==> config.mk <==
export PLATFORM = sky130hd
export DESIGN_NAME = fb_port_arbiter_flat
export DESIGN_NICKNAME = d
export VERILOG_FILES = /design/src/rtl/fb_pkg.sv /design/src/rtl/fb_port_arbiter_if.sv /design/src/rtl/fb_wr_fifo.sv /design/src/rtl/fb_port_arbiter.sv /design/src/flat_wrapper.sv
export SDC_FILE = /design/constraint.sdc
export NUM_CORES = 1
export LEC_CHECK = 0
export BUFFER_PORTS_ARGS = -buffer_cell sky130_fd_sc_hd__buf_2
export CORE_MARGIN = 1.5
export CORE_UTILIZATION = 60
export CTS_CLUSTER_DIAMETER = 80
export CTS_CLUSTER_SIZE = 40
export DETAILED_ROUTE_END_ITERATION = 10
export MAX_ROUTING_LAYER = met4
export PLACE_DENSITY = 0.84
export REMOVE_ABC_BUFFERS = 1
export SYNTH_ARGS = -nofsm -noshare
export SYNTH_HDL_FRONTEND = slang
export SYNTH_SLANG_ARGS = --single-unit
==> constraint.sdc <==
create_clock -name i_pixel_clk -period 7 [get_ports i_pixel_clk]
set_clock_uncertainty 0.15 [all_clocks]
set_input_delay 0.7 -clock i_pixel_clk [delete_from_list [all_inputs] [get_ports i_pixel_clk]]
set_output_delay 0.7 -clock i_pixel_clk [all_outputs]
set_load 0.03 [all_outputs]
==> src/rtl/fb_pkg.sv <==
// ---------------------------------------------------------------------------
// fb_pkg
// Shared definitions for the 20x20 framebuffer port arbiter.
//   - Framebuffer geometry (FB_COLS, FB_ROWS, FB_WORDS).
//   - Pixel format: RGB 2:2:2 packed into bits [5:0] of each 8-bit word.
//   - Port FSM state enum used by fb_port_arbiter.
// ---------------------------------------------------------------------------
package fb_pkg;

  localparam int FB_COLS  = 20;
  localparam int FB_ROWS  = 20;
  localparam int FB_WORDS = FB_COLS * FB_ROWS;

  // RGB 2:2:2 pixel layout: {r[1:0], g[1:0], b[1:0]} in bits [5:0]
  localparam int PIX_BITS  = 6;
  localparam int PIX_CH_W  = 2;
  localparam int PIX_R_LSB = 4;
  localparam int PIX_G_LSB = 2;
  localparam int PIX_B_LSB = 0;

  // One state per RAM port cycle
  typedef enum logic [1:0] {
    ST_IDLE = 2'd0,
    ST_RD   = 2'd1,
    ST_WR   = 2'd2
  } port_state_e;

endpackage

==> src/rtl/fb_port_arbiter_if.sv <==
// ---------------------------------------------------------------------------
// fb_port_arbiter_if
// Bundles the scan-out read path, the pixel-write handshake and the RAM port
// of fb_port_arbiter. Signal prefixes (i_/o_) are from the arbiter's view.
//   slave  : arbiter side
//   master : environment side (display path, write source, RAM)
// ---------------------------------------------------------------------------
interface fb_port_arbiter_if #(
  parameter int ADDR_W = 9,
  parameter int DATA_W = 8
);
  // scan-out read path
  logic              i_rd_en;
  logic [ADDR_W-1:0] i_rd_addr;
  logic [DATA_W-1:0] o_rd_data;
  logic              o_rd_valid;
  // pixel write handshake
  logic              i_wr_valid;
  logic              o_wr_ready;
  logic [ADDR_W-1:0] i_wr_addr;
  logic [DATA_W-1:0] i_wr_data;
  // RAM port
  logic [ADDR_W-1:0] o_mem_addr;
  logic              o_mem_we;
  logic [DATA_W-1:0] o_mem_wdata;
  logic [DATA_W-1:0] i_mem_rdata;

  modport slave (
    input  i_rd_en, i_rd_addr, i_wr_valid, i_wr_addr, i_wr_data, i_mem_rdata,
    output o_rd_data, o_rd_valid, o_wr_ready, o_mem_addr, o_mem_we, o_mem_wdata
  );

  modport master (
    output i_rd_en, i_rd_addr, i_wr_valid, i_wr_addr, i_wr_data, i_mem_rdata,
    input  o_rd_data, o_rd_valid, o_wr_ready, o_mem_addr, o_mem_we, o_mem_wdata
  );
endinterface

==> src/rtl/fb_wr_fifo.sv <==
// ---------------------------------------------------------------------------
// fb_wr_fifo
// Small synchronous FIFO buffering pending pixel writes.
// Ports:
//   clk, srst        : clock, synchronous active-high reset (flushes FIFO)
//   i_push, i_wdata  : enqueue (ignored when full)
//   i_pop            : dequeue head (ignored when empty)
//   o_rdata          : current head entry (combinational view of storage)
//   o_full, o_empty  : occupancy flags, derived from registered count only
// DEPTH must be a power of two, >= 2.
// ---------------------------------------------------------------------------
module fb_wr_fifo #(
  parameter int DEPTH = 4,
  parameter int WIDTH = 17
) (
  input  logic             clk,
  input  logic             srst,
  input  logic             i_push,
  input  logic [WIDTH-1:0] i_wdata,
  input  logic             i_pop,
  output logic [WIDTH-1:0] o_rdata,
  output logic             o_full,
  output logic             o_empty
);
  localparam int AW = $clog2(DEPTH);
  localparam logic [AW:0] FULL_CNT = (AW+1)'(DEPTH);

  logic [WIDTH-1:0] mem_q [DEPTH];
  logic [AW-1:0]    wr_ptr_q, wr_ptr_d;
  logic [AW-1:0]    rd_ptr_q, rd_ptr_d;
  logic [AW:0]      cnt_q, cnt_d;
  logic             push_ok, pop_ok;

  assign o_full  = (cnt_q == FULL_CNT);
  assign o_empty = (cnt_q == '0);
  assign push_ok = i_push & ~o_full;
  assign pop_ok  = i_pop & ~o_empty;
  assign o_rdata = mem_q[rd_ptr_q];

  always_comb begin
    wr_ptr_d = wr_ptr_q;
    rd_ptr_d = rd_ptr_q;
    cnt_d    = cnt_q;
    if (push_ok) wr_ptr_d = wr_ptr_q + AW'(1);
    if (pop_ok)  rd_ptr_d = rd_ptr_q + AW'(1);
    case ({push_ok, pop_ok})
      2'b10:   cnt_d = cnt_q + (AW+1)'(1);
      2'b01:   cnt_d = cnt_q - (AW+1)'(1);
      default: cnt_d = cnt_q;
    endcase
  end

  always_ff @(posedge clk) begin
    if (srst) begin
      wr_ptr_q <= '0;
      rd_ptr_q <= '0;
      cnt_q    <= '0;
    end else begin
      wr_ptr_q <= wr_ptr_d;
      rd_ptr_q <= rd_ptr_d;
      cnt_q    <= cnt_d;
    end
  end

  // Storage needs no reset: the pointers define what is valid.
  for (genvar gi = 0; gi < DEPTH; gi++) begin : g_slot
    always_ff @(posedge clk) begin
      if (push_ok && (wr_ptr_q == AW'(gi))) mem_q[gi] <= i_wdata;
    end
  end

endmodule

==> src/rtl/fb_port_arbiter.sv <==
// ---------------------------------------------------------------------------
// fb_port_arbiter
// Shares the single-port framebuffer RAM between scan-out reads (absolute
// priority) and buffered pixel writes, which commit only in read-free cycles.
// Ports:
//   i_pixel_clk : clock, all registers on its rising edge
//   i_reset     : synchronous active-high reset
//   i_hvesync   : {de, vsync, hsync}; only vsync is used, and only with the
//                 optional vblank write window
//   bus         : fb_port_arbiter_if.slave (read path, write handshake, RAM)
//   o_wr_err    : sticky, an out-of-range write was dropped
//   o_wr_count  : committed-write counter, wraps 0xFFFF -> 0
// Optional feature: define FB_VBLANK_WRITE_EN to restrict commits to cycles
// where vsync equals VSYNC_POL (tear-free updates). Default: window open.
// Read latency: request edge N -> o_rd_valid registered at N+2+MEM_LAT.
// ---------------------------------------------------------------------------
module fb_port_arbiter
  import fb_pkg::*;
#(
  parameter int ADDR_W     = 9,
  parameter int DATA_W     = 8,
  parameter int FB_WORDS   = fb_pkg::FB_WORDS,
  parameter int FIFO_DEPTH = 4,
  parameter int MEM_LAT    = 1
`ifdef FB_VBLANK_WRITE_EN
  , parameter logic VSYNC_POL = 1'b0
`endif
) (
  input  logic                i_pixel_clk,
  input  logic                i_reset,
  input  logic [2:0]          i_hvesync,
  fb_port_arbiter_if.slave    bus,
  output logic                o_wr_err,
  output logic [15:0]         o_wr_count
);
  localparam int ENT_W = ADDR_W + DATA_W;
  localparam logic [ADDR_W:0] ADDR_LIMIT = (ADDR_W+1)'(FB_WORDS);

  port_state_e       state_q, state_d;
  logic [ADDR_W-1:0] rd_addr_q, rd_addr_d;
  logic [ENT_W-1:0]  wr_ent_q, wr_ent_d;
  logic [ADDR_W-1:0] mem_addr_q, mem_addr_d;
  logic              mem_we_q, mem_we_d;
  logic [DATA_W-1:0] mem_wdata_q, mem_wdata_d;
  logic [MEM_LAT:0]  lat_q, lat_d;
  logic [DATA_W-1:0] rd_data_q, rd_data_d;
  logic              rd_valid_q, rd_valid_d;
  logic              wr_err_q, wr_err_d;
  logic [15:0]       wr_count_q, wr_count_d;

  logic              wr_window;
  logic              wr_fire, addr_ok;
  logic              fifo_push, fifo_pop, fifo_full, fifo_empty;
  logic [ENT_W-1:0]  fifo_head;
  logic              unused_hvesync;

  // de and hsync are never needed; vsync only with the vblank window.
  assign unused_hvesync = ^i_hvesync;

`ifdef FB_VBLANK_WRITE_EN
  assign wr_window = (i_hvesync[1] == VSYNC_POL);
`else
  assign wr_window = 1'b1;
`endif

  // Ready comes from registered occupancy only; a full FIFO stays not-ready
  // even while popping.
  assign bus.o_wr_ready = ~fifo_full;
  assign wr_fire        = bus.i_wr_valid & ~fifo_full;
  assign addr_ok        = ({1'b0, bus.i_wr_addr} < ADDR_LIMIT);
  assign fifo_push      = wr_fire & addr_ok;

  fb_wr_fifo #(
    .DEPTH (FIFO_DEPTH),
    .WIDTH (ENT_W)
  ) u_wr_fifo (
    .clk     (i_pixel_clk),
    .srst    (i_reset),
    .i_push  (fifo_push),
    .i_wdata ({bus.i_wr_addr, bus.i_wr_data}),
    .i_pop   (fifo_pop),
    .o_rdata (fifo_head),
    .o_full  (fifo_full),
    .o_empty (fifo_empty)
  );

  always_comb begin
    state_d     = ST_IDLE;
    rd_addr_d   = rd_addr_q;
    wr_ent_d    = wr_ent_q;
    mem_addr_d  = mem_addr_q;
    mem_we_d    = 1'b0;
    mem_wdata_d = mem_wdata_q;
    rd_data_d   = rd_data_q;

    if (bus.i_rd_en)                   state_d = ST_RD;
    else if (!fifo_empty && wr_window) state_d = ST_WR;

    // The head leaves the FIFO on the edge that enters ST_WR and is held in
    // wr_ent_q; the RAM port is driven from it one edge later.
    fifo_pop = (state_d == ST_WR);
    if (state_d == ST_RD) rd_addr_d = bus.i_rd_addr;
    if (fifo_pop)         wr_ent_d  = fifo_head;

    case (state_q)
      ST_RD: mem_addr_d = rd_addr_q;
      ST_WR: begin
        mem_addr_d  = wr_ent_q[ENT_W-1:DATA_W];
        mem_wdata_d = wr_ent_q[DATA_W-1:0];
        mem_we_d    = 1'b1;
      end
      default: ;
    endcase

    // lat_q[0] rises with the read address on the RAM port; lat_q[MEM_LAT]
    // marks the cycle in which i_mem_rdata belongs to that read.
    lat_d      = {lat_q[MEM_LAT-1:0], (state_q == ST_RD)};
    rd_valid_d = lat_q[MEM_LAT];
    if (lat_q[MEM_LAT]) rd_data_d = bus.i_mem_rdata;

    wr_err_d   = wr_err_q | (wr_fire & ~addr_ok);
    wr_count_d = wr_count_q + 16'(mem_we_q);
  end

  always_ff @(posedge i_pixel_clk) begin
    if (i_reset) begin
      state_q     <= ST_IDLE;
      rd_addr_q   <= '0;
      wr_ent_q    <= '0;
      mem_addr_q  <= '0;
      mem_we_q    <= 1'b0;
      mem_wdata_q <= '0;
      lat_q       <= '0;
      rd_data_q   <= '0;
      rd_valid_q  <= 1'b0;
      wr_err_q    <= 1'b0;
      wr_count_q  <= '0;
    end else begin
      state_q     <= state_d;
      rd_addr_q   <= rd_addr_d;
      wr_ent_q    <= wr_ent_d;
      mem_addr_q  <= mem_addr_d;
      mem_we_q    <= mem_we_d;
      mem_wdata_q <= mem_wdata_d;
      lat_q       <= lat_d;
      rd_data_q   <= rd_data_d;
      rd_valid_q  <= rd_valid_d;
      wr_err_q    <= wr_err_d;
      wr_count_q  <= wr_count_d;
    end
  end

  assign bus.o_mem_addr  = mem_addr_q;
  assign bus.o_mem_we    = mem_we_q;
  assign bus.o_mem_wdata = mem_wdata_q;
  assign bus.o_rd_data   = rd_data_q;
  assign bus.o_rd_valid  = rd_valid_q;
  assign o_wr_err        = wr_err_q;
  assign o_wr_count      = wr_count_q;

endmodule

==> src/flat_wrapper.sv <==
// flat-port wrapper written by rule: the top's interface ports become plain ports
module fb_port_arbiter_flat import fb_pkg::*;
#(
  parameter int ADDR_W     = 9,
  parameter int DATA_W     = 8,
  parameter int FB_WORDS   = fb_pkg::FB_WORDS,
  parameter int FIFO_DEPTH = 4,
  parameter int MEM_LAT    = 1

)
  (i_pixel_clk, i_reset, i_hvesync, o_wr_err, o_wr_count, bus_i_rd_en, bus_i_rd_addr, bus_i_wr_valid, bus_i_wr_addr, bus_i_wr_data, bus_i_mem_rdata, bus_o_rd_data, bus_o_rd_valid, bus_o_wr_ready, bus_o_mem_addr, bus_o_mem_we, bus_o_mem_wdata);
  fb_port_arbiter_if #(.ADDR_W(ADDR_W), .DATA_W(DATA_W)) bus_i ();
  input  logic i_pixel_clk;
  input  logic i_reset;
  input  logic [2:0] i_hvesync;
  output logic o_wr_err;
  output logic [15:0] o_wr_count;
  input wire logic [$bits(bus_i.i_rd_en)-1:0] bus_i_rd_en;
  input wire logic [$bits(bus_i.i_rd_addr)-1:0] bus_i_rd_addr;
  input wire logic [$bits(bus_i.i_wr_valid)-1:0] bus_i_wr_valid;
  input wire logic [$bits(bus_i.i_wr_addr)-1:0] bus_i_wr_addr;
  input wire logic [$bits(bus_i.i_wr_data)-1:0] bus_i_wr_data;
  input wire logic [$bits(bus_i.i_mem_rdata)-1:0] bus_i_mem_rdata;
  output wire logic [$bits(bus_i.o_rd_data)-1:0] bus_o_rd_data;
  output wire logic [$bits(bus_i.o_rd_valid)-1:0] bus_o_rd_valid;
  output wire logic [$bits(bus_i.o_wr_ready)-1:0] bus_o_wr_ready;
  output wire logic [$bits(bus_i.o_mem_addr)-1:0] bus_o_mem_addr;
  output wire logic [$bits(bus_i.o_mem_we)-1:0] bus_o_mem_we;
  output wire logic [$bits(bus_i.o_mem_wdata)-1:0] bus_o_mem_wdata;
  assign bus_i.i_rd_en = bus_i_rd_en;
  assign bus_i.i_rd_addr = bus_i_rd_addr;
  assign bus_i.i_wr_valid = bus_i_wr_valid;
  assign bus_i.i_wr_addr = bus_i_wr_addr;
  assign bus_i.i_wr_data = bus_i_wr_data;
  assign bus_i.i_mem_rdata = bus_i_mem_rdata;
  assign bus_o_rd_data = bus_i.o_rd_data;
  assign bus_o_rd_valid = bus_i.o_rd_valid;
  assign bus_o_wr_ready = bus_i.o_wr_ready;
  assign bus_o_mem_addr = bus_i.o_mem_addr;
  assign bus_o_mem_we = bus_i.o_mem_we;
  assign bus_o_mem_wdata = bus_i.o_mem_wdata;
  fb_port_arbiter #(.ADDR_W(ADDR_W), .DATA_W(DATA_W), .FB_WORDS(FB_WORDS), .FIFO_DEPTH(FIFO_DEPTH), .MEM_LAT(MEM_LAT)) u_core (.i_pixel_clk(i_pixel_clk), .i_reset(i_reset), .i_hvesync(i_hvesync), .bus(bus_i), .o_wr_err(o_wr_err), .o_wr_count(o_wr_count));
endmodule
==> reports/results.ini, run 1 <==
[sta]
maxSlewViolCount=0
hold_violation_total_from_the_final_report=0
clock.fmax_mhz=395
layout_min_cycle_time_ps=2530
whs_ps=245
timing.slew.headroom=0.277
timing.final.crit_share=0.362
min_setup_slack_post_route_ps=4470
timing.setup.tns_ps=0
unrepaired_setup_endpoints_after_global_routing=no
finalSetupViolCount=0
tightestPinTransition_ps=1080

[cells_and_area]
antennaDiodeCount=0
syn_to_final_growth_pct=17.6
final_net_count=534
layout.cells.most_common=sky130_fd_sc_hd__buf_2
highest_count_cells_in_the_layout_ignoring_fill_and_taps=sky130_fd_sc_hd__buf_2, sky130_fd_sc_hd__dfxtp_1, sky130_fd_sc_hd__edfxtp_1
fill_cells=583
postLayoutCoreUtil=0.724
drive_gt1_frac=0.274

[drt]
drt-initial-drc-count=114
post_drt_wl_per_cell_um=16.8
detail_route.wirelength_um=10200
drt_drc=0
detail-route-antenna-nets=0
routed_via_density=5.52
dr_total_vias=3352
firstDrtPassIters=4

[synth]
postSynthCellCount=401
post_synth_num_cell_types=39
synthesis.area_per_instance_um2=14.1
synth_edf_count=68
async_reset_ff_frac=0
ys.flop_type=sky130_fd_sc_hd__dfxtp_1
synth_sequential_area_ratio=0.648
synth.cell_area_mm2=0.00566
postSynthRegisterBits=149
yosysWarnings=0

[floorplanning]
io_pins=86
die-height_um=100
initial_utilization=0.615
placement_rows=35
chipWidth_um=100
die-area_mm2=0.0100
core_area_mm2=0.00920

[clock_network]
cts.repair_timing.setup_buffer_count=0
cts.sink_count=149
cts.clk_slew.worst_paths_ps=60
cts_max_level=4
max-clock-path-buffers=2
insertion_delay_ps=510
cts_hold_repair.buffers=0
cts_resized=0
clockRootBuffer=sky130_fd_sc_hd__clkbuf_8
cts_buffers=17
cts_tree=yes

[pwr]
vdd.ir_drop.worst_mv=0.270
power_leakage_nw=2.54
finalPower_mw=2.25
cellPowerDensity_mw_per_mm2=338

[worst_setup_path]
timing.critical_path.cells=or3b_4 > nand2_1 > nor2_1 > inv_2 > ha_1 > inv_1 > fa_1 > xor2_1 > or3_1 > a21oi_1
cpMaxStageDelayCell=sky130_fd_sc_hd__or3b_4
startpoint_class_of_the_critical_path=register
crit_required_ps=7290
cp.arrival_ps=2830
timing_worst_setup_path_type=register to register
cp_num_buf_inv=2
critPathMaxFanout=5
critical_path.top_delay_family=simple AND/OR/NAND/NOR gates
worstSetupEndpointType=register
stage_delay_of_the_slowest_cell_on_the_critical_path_ps=420

[placement]
gp_congestion=0.761
dpl.hpwl_um=6660
numPortBuffers=82
dp_slack_ps=4210

[grt]
antenna_found_initial=0
global_route_wire_length_before_repair_um=16600
grt_max_degree=67
globalRouteOverflowTotal=0
number_of_global_route_vias_before_repair=3385
grt_usage=0.227

[flow_run]
maxCapViolations=0

[worst_hold_path]
hold_path.class=primary input to register

[run_status]
run_status=complete, no violations

-- stage by stage --
step           std cells  instance area, um^2
3_5_place_dp         575                 6090
5_1_grt              607                 6650
6_report             607                 6650
3_3_place_gp         575                 6090
2_1_floorplan        381                 5540
4_1_cts              607                 6650
-- cells by family after synthesis --
kind of cell	share of synthesized area
simple gates	0.0956
mux	0.138
compound gates	0.0434
buf+inv	0.0276
fa+ha+maj	0.0234
flops	0.648
xor+xnor	0.0248
-- area by class of cell --
type                    count  area, um^2  share of cell area
inverters                  10        37.5             0.00564
clock inverters            15         145              0.0218
well taps                 111         139              0.0209
clock buffers              17         414              0.0622
repair buffers             83         418              0.0628
flip-flops and latches    149        3660               0.551
multi-input cells         222        1840               0.276
-- where the power goes --
part           switching, mW  total, mW  internal [mW]
clock                  0.367      0.846          0.479
sequential            0.0743       1.07          0.999
combinational          0.170      0.332          0.162
total                  0.611       2.25           1.64
-- metal layers --
| metal | GRT usage | wire (um) | vias to the layer above |
|---|---|---|---|
| met1 | 0.246 | 4310 | 1634 |
| met3 | 0.0501 | 411 | 14 |
| li1 | - | - | 1611 |
| met2 | 0.403 | 5330 | 93 |
| met5 | - | 0 | - |
| met4 | 0.0921 | 148 | 0 |
-- final timing paths --
check	start	to	slack, ps	cells past startpoint
min reg2reg	u_core.lat_q[0]	u_core.lat_q[1]	300	1
max reg2reg	u_core.u_wr_fifo.cnt_q[2]	u_core.u_wr_fifo.cnt_q[2]	4470	10
max	u_core.u_wr_fifo.cnt_q[2]	u_core.u_wr_fifo.cnt_q[2]	4470	10
min	bus_i_wr_data[5]	u_core.u_wr_fifo.mem_q[1][5]	250	1
-- cell usage after synthesis (2+ instances only) --
cell type                  instances  share of area
sky130_fd_sc_hd__nand3_1           5         0.0044
sky130_fd_sc_hd__mux4_2            8          0.032
sky130_fd_sc_hd__edfxtp_1         68           0.36
sky130_fd_sc_hd__a21oi_1          13          0.012
sky130_fd_sc_hd__buf_1             5         0.0033
sky130_fd_sc_hd__xor2_1            4         0.0062
sky130_fd_sc_hd__nor3_1            4         0.0035
sky130_fd_sc_hd__nor4_2            4         0.0088
sky130_fd_sc_hd__ha_1              9          0.020
sky130_fd_sc_hd__inv_1             9         0.0060
sky130_fd_sc_hd__a22o_1           17          0.026
sky130_fd_sc_hd__nand2_1           5         0.0033
sky130_fd_sc_hd__buf_2             4         0.0035
sky130_fd_sc_hd__clkbuf_1          5         0.0033
sky130_fd_sc_hd__nor3_2            2         0.0035
sky130_fd_sc_hd__xnor2_1          12          0.019
sky130_fd_sc_hd__dfxtp_1          81           0.29
sky130_fd_sc_hd__and2_1            4         0.0044
sky130_fd_sc_hd__mux2i_1          35          0.062
sky130_fd_sc_hd__o21ai_0           3         0.0027
sky130_fd_sc_hd__or3_1             3         0.0033
sky130_fd_sc_hd__nor2b_1           8         0.0088
sky130_fd_sc_hd__buf_4             4         0.0053
sky130_fd_sc_hd__mux4_1            9          0.042
sky130_fd_sc_hd__nor2_1           66          0.044
-- flip-flops by register name (all words and copies together), names as in the netlist --
name,flops
u_core.o_wr_err,1
u_core.state_q,2
u_core.wr_ent_q,17
u_core.o_wr_count,16
u_core.bus.o_mem_we,1
u_core.bus.o_rd_valid,1
u_core.u_wr_fifo.mem_q,68
u_core.u_wr_fifo.cnt_q,3
u_core.rd_addr_q,9
u_core.u_wr_fifo.wr_ptr_q,2
u_core.lat_q,2
u_core.bus.o_rd_data,8
u_core.bus.o_mem_wdata,8
u_core.u_wr_fifo.rd_ptr_q,2
u_core.bus.o_mem_addr,9
Power figures use the tool's default switching activity.
==> run 2, diff against run 1 <==
--- a/config.mk
+++ b/config.mk
@@ -7,12 +7,12 @@
 export LEC_CHECK = 0
 export BUFFER_PORTS_ARGS = -buffer_cell sky130_fd_sc_hd__buf_2
 export CORE_MARGIN = 1.5
-export CORE_UTILIZATION = 60
+export CORE_UTILIZATION = 56
 export CTS_CLUSTER_DIAMETER = 80
 export CTS_CLUSTER_SIZE = 40
 export DETAILED_ROUTE_END_ITERATION = 10
 export MAX_ROUTING_LAYER = met4
-export PLACE_DENSITY = 0.84
+export PLACE_DENSITY = 0.79
 export REMOVE_ABC_BUFFERS = 1
 export SYNTH_ARGS = -nofsm -noshare
 export SYNTH_HDL_FRONTEND = slang
==> constraint.sdc (replaced) <==
create_clock -name i_pixel_clk -period 2.4 [get_ports i_pixel_clk]
set_clock_uncertainty 0.15 [all_clocks]
set_input_delay 0.24 -clock i_pixel_clk [delete_from_list [all_inputs] [get_ports i_pixel_clk]]
set_output_delay 0.24 -clock i_pixel_clk [all_outputs]
set_load 0.03 [all_outputs]
==> run 2 against run 1 <==
Effect of this change:
- register-to-register slack worse by 4400 ps
- global-route usage is 0.69 points lower
- via count is 6.3% higher
- critical endpoint unchanged
- largest cell class unchanged
==> reports/results.ini, run 2 (synthesis results as in run 1) <==
[placement]
placed_cells_incl_taps=610
dpl.hpwl_um=6610
gp_congestion=0.750
numPortBuffers=82

[floorplanning]
placement_rows=36
die-area_mm2=0.0107
initial_utilization=0.579
die-height_um=104
io_pins=86
core_area_mm2=0.00977
chipWidth_um=104

[clock_network]
clockRootBuffer=sky130_fd_sc_hd__clkbuf_8
cts.clk_slew.worst_paths_ps=60
insertion_delay_ps=520
cts_max_level=4
cts.sink_count=149
max-clock-path-buffers=2
cts_tree=yes
cts_buffers=17

[drt]
dr_total_vias=3564
detail_route.wirelength_um=10700
post_drt_wl_per_cell_um=15.7
firstDrtPassIters=4
drt-initial-drc-count=162
routed_via_density=5.23
drt_drc=0
detail-route-antenna-nets=0

[sta]
clock.fmax_mhz=426
timing.slew.headroom=0.502
whs_ps=305
finalSetupViolCount=0
tightestPinTransition_ps=747
layout_min_cycle_time_ps=2350
timing.final.crit_share=0.978
hold_violation_total_from_the_final_report=0
maxSlewViolCount=0
unrepaired_setup_endpoints_after_global_routing=no

[worst_hold_path]
hold_path.class=register to register
hold_path_startpoint=u_core.lat_q[0]

[grt]
number_of_global_route_vias_before_repair=3714
antenna_found_initial=0
grt_usage=0.220
global_route_wire_length_before_repair_um=17800
grt_max_degree=31
globalRouteOverflowTotal=0

[worst_setup_path]
crit_required_ps=2680
r2r-start=u_core.u_wr_fifo.cnt_q[2]
timing_worst_setup_path_type=register to register
worstSetupEndpointType=register
startpoint=u_core.u_wr_fifo.cnt_q[2]
cpMaxStageDelayCell=sky130_fd_sc_hd__or3b_4
timing.critical_path.cells=or3b_4 > nand2_1 > nor2_1 > inv_2 > ha_4 > inv_1 > fa_2 > xor2_1 > or3_1 > a21oi_1
cp.arrival_ps=2630
stage_delay_of_the_slowest_cell_on_the_critical_path_ps=390
critPathMaxFanout=5
startpoint_class_of_the_critical_path=register
r2r_setup_slack_ps=50

[cells_and_area]
antennaDiodeCount=0
registers.top_by_ff_count=u_core.u_wr_fifo.mem_q
highest_count_cells_in_the_layout_ignoring_fill_and_taps=sky130_fd_sc_hd__buf_2, sky130_fd_sc_hd__dfxtp_1, sky130_fd_sc_hd__edfxtp_1
postLayoutCoreUtil=0.734
number_of_flip_flops_under_the_largest_register_name=68
layout.cells.most_common=sky130_fd_sc_hd__buf_2
final-instance-count-excl-fill=682
final_net_count=587
syn_to_final_growth_pct=26.8
drive_gt1_frac=0.281

[pwr]
power_leakage_nw=2.78
vdd.ir_drop.worst_mv=0.539
cellPowerDensity_mw_per_mm2=920
finalPower_mw=6.60

[flow_run]
maxCapViolations=0

[run_status]
run_status=complete, no violations

[run 2: cell count changes in the layout (fill, tap and decap cells not counted), moves of 2 or more]
cell | previous run | this run
sky130_fd_sc_hd__dfxtp_1 | 81 | 79
sky130_fd_sc_hd__buf_4 | 1 | 15
sky130_fd_sc_hd__clkinv_2 | 0 | 2
sky130_fd_sc_hd__dfxtp_2 | 0 | 2
sky130_fd_sc_hd__dlygate4sd3_1 | 0 | 39
[run 2: power breakdown]
part,internal [mW],switching (mW),total (mW)
Combinational,0.591,0.614,1.21
Clock,1.29,1.07,2.36
Sequential,2.91,0.116,3.03
[run 2: timing repair]
item,in CTS,in global routing
setup buffers,0,1
gates resized for setup,1,4
endpoints found under the hold margin,94,0
pin swaps,0,1
endpoints found under the setup margin,1,2
hold buffers,39,0
[run 2: layout make-up]
type	count	area [um^2]
clock buffers	17	414
clock inverters	15	123
fillers	642	2600
inverters	10	37.5
multi-input cells	222	1850
flip-flops and latches	149	3670
well taps	133	166
repair buffers	136	913
[run 2: worst paths after layout]
path | to | cells past startpoint
max | u_core.u_wr_fifo.cnt_q[2] | 10
min reg2reg | u_core.lat_q[1] | 1
min | u_core.lat_q[1] | 1
max reg2reg | u_core.u_wr_fifo.cnt_q[2] | 10
[run 2: critical path, delay by kind of cell, from the launching register on]
kind	cells	cell delay (ps)
simple gates	4	870
buf+inv	2	140
xor+xnor	1	160
compound gates	1	150
flops	1	350
fa+ha+maj	2	470
[run 2: per-layer routing]
metal / track usage / part of all wire
met1: 0.256 / 0.43
met2: 0.372 / 0.52
met3: 0.0548 / 0.039
met5: - / 0
met4: 0.0804 / 0.011
[run 2: metrics by stage]
step / setup TNS [ps] / setup slack [ps] / area (um^2)
floorplan: 0 / 8.22 / 5540
global placement: 0 / 73.0 / 6220
detailed placement: -15.8 / -15.8 / 6220
CTS: 0 / 8.29 / 7150
global route: 0 / 0.915 / 7170
finish: 0 / 51.7 / 7170
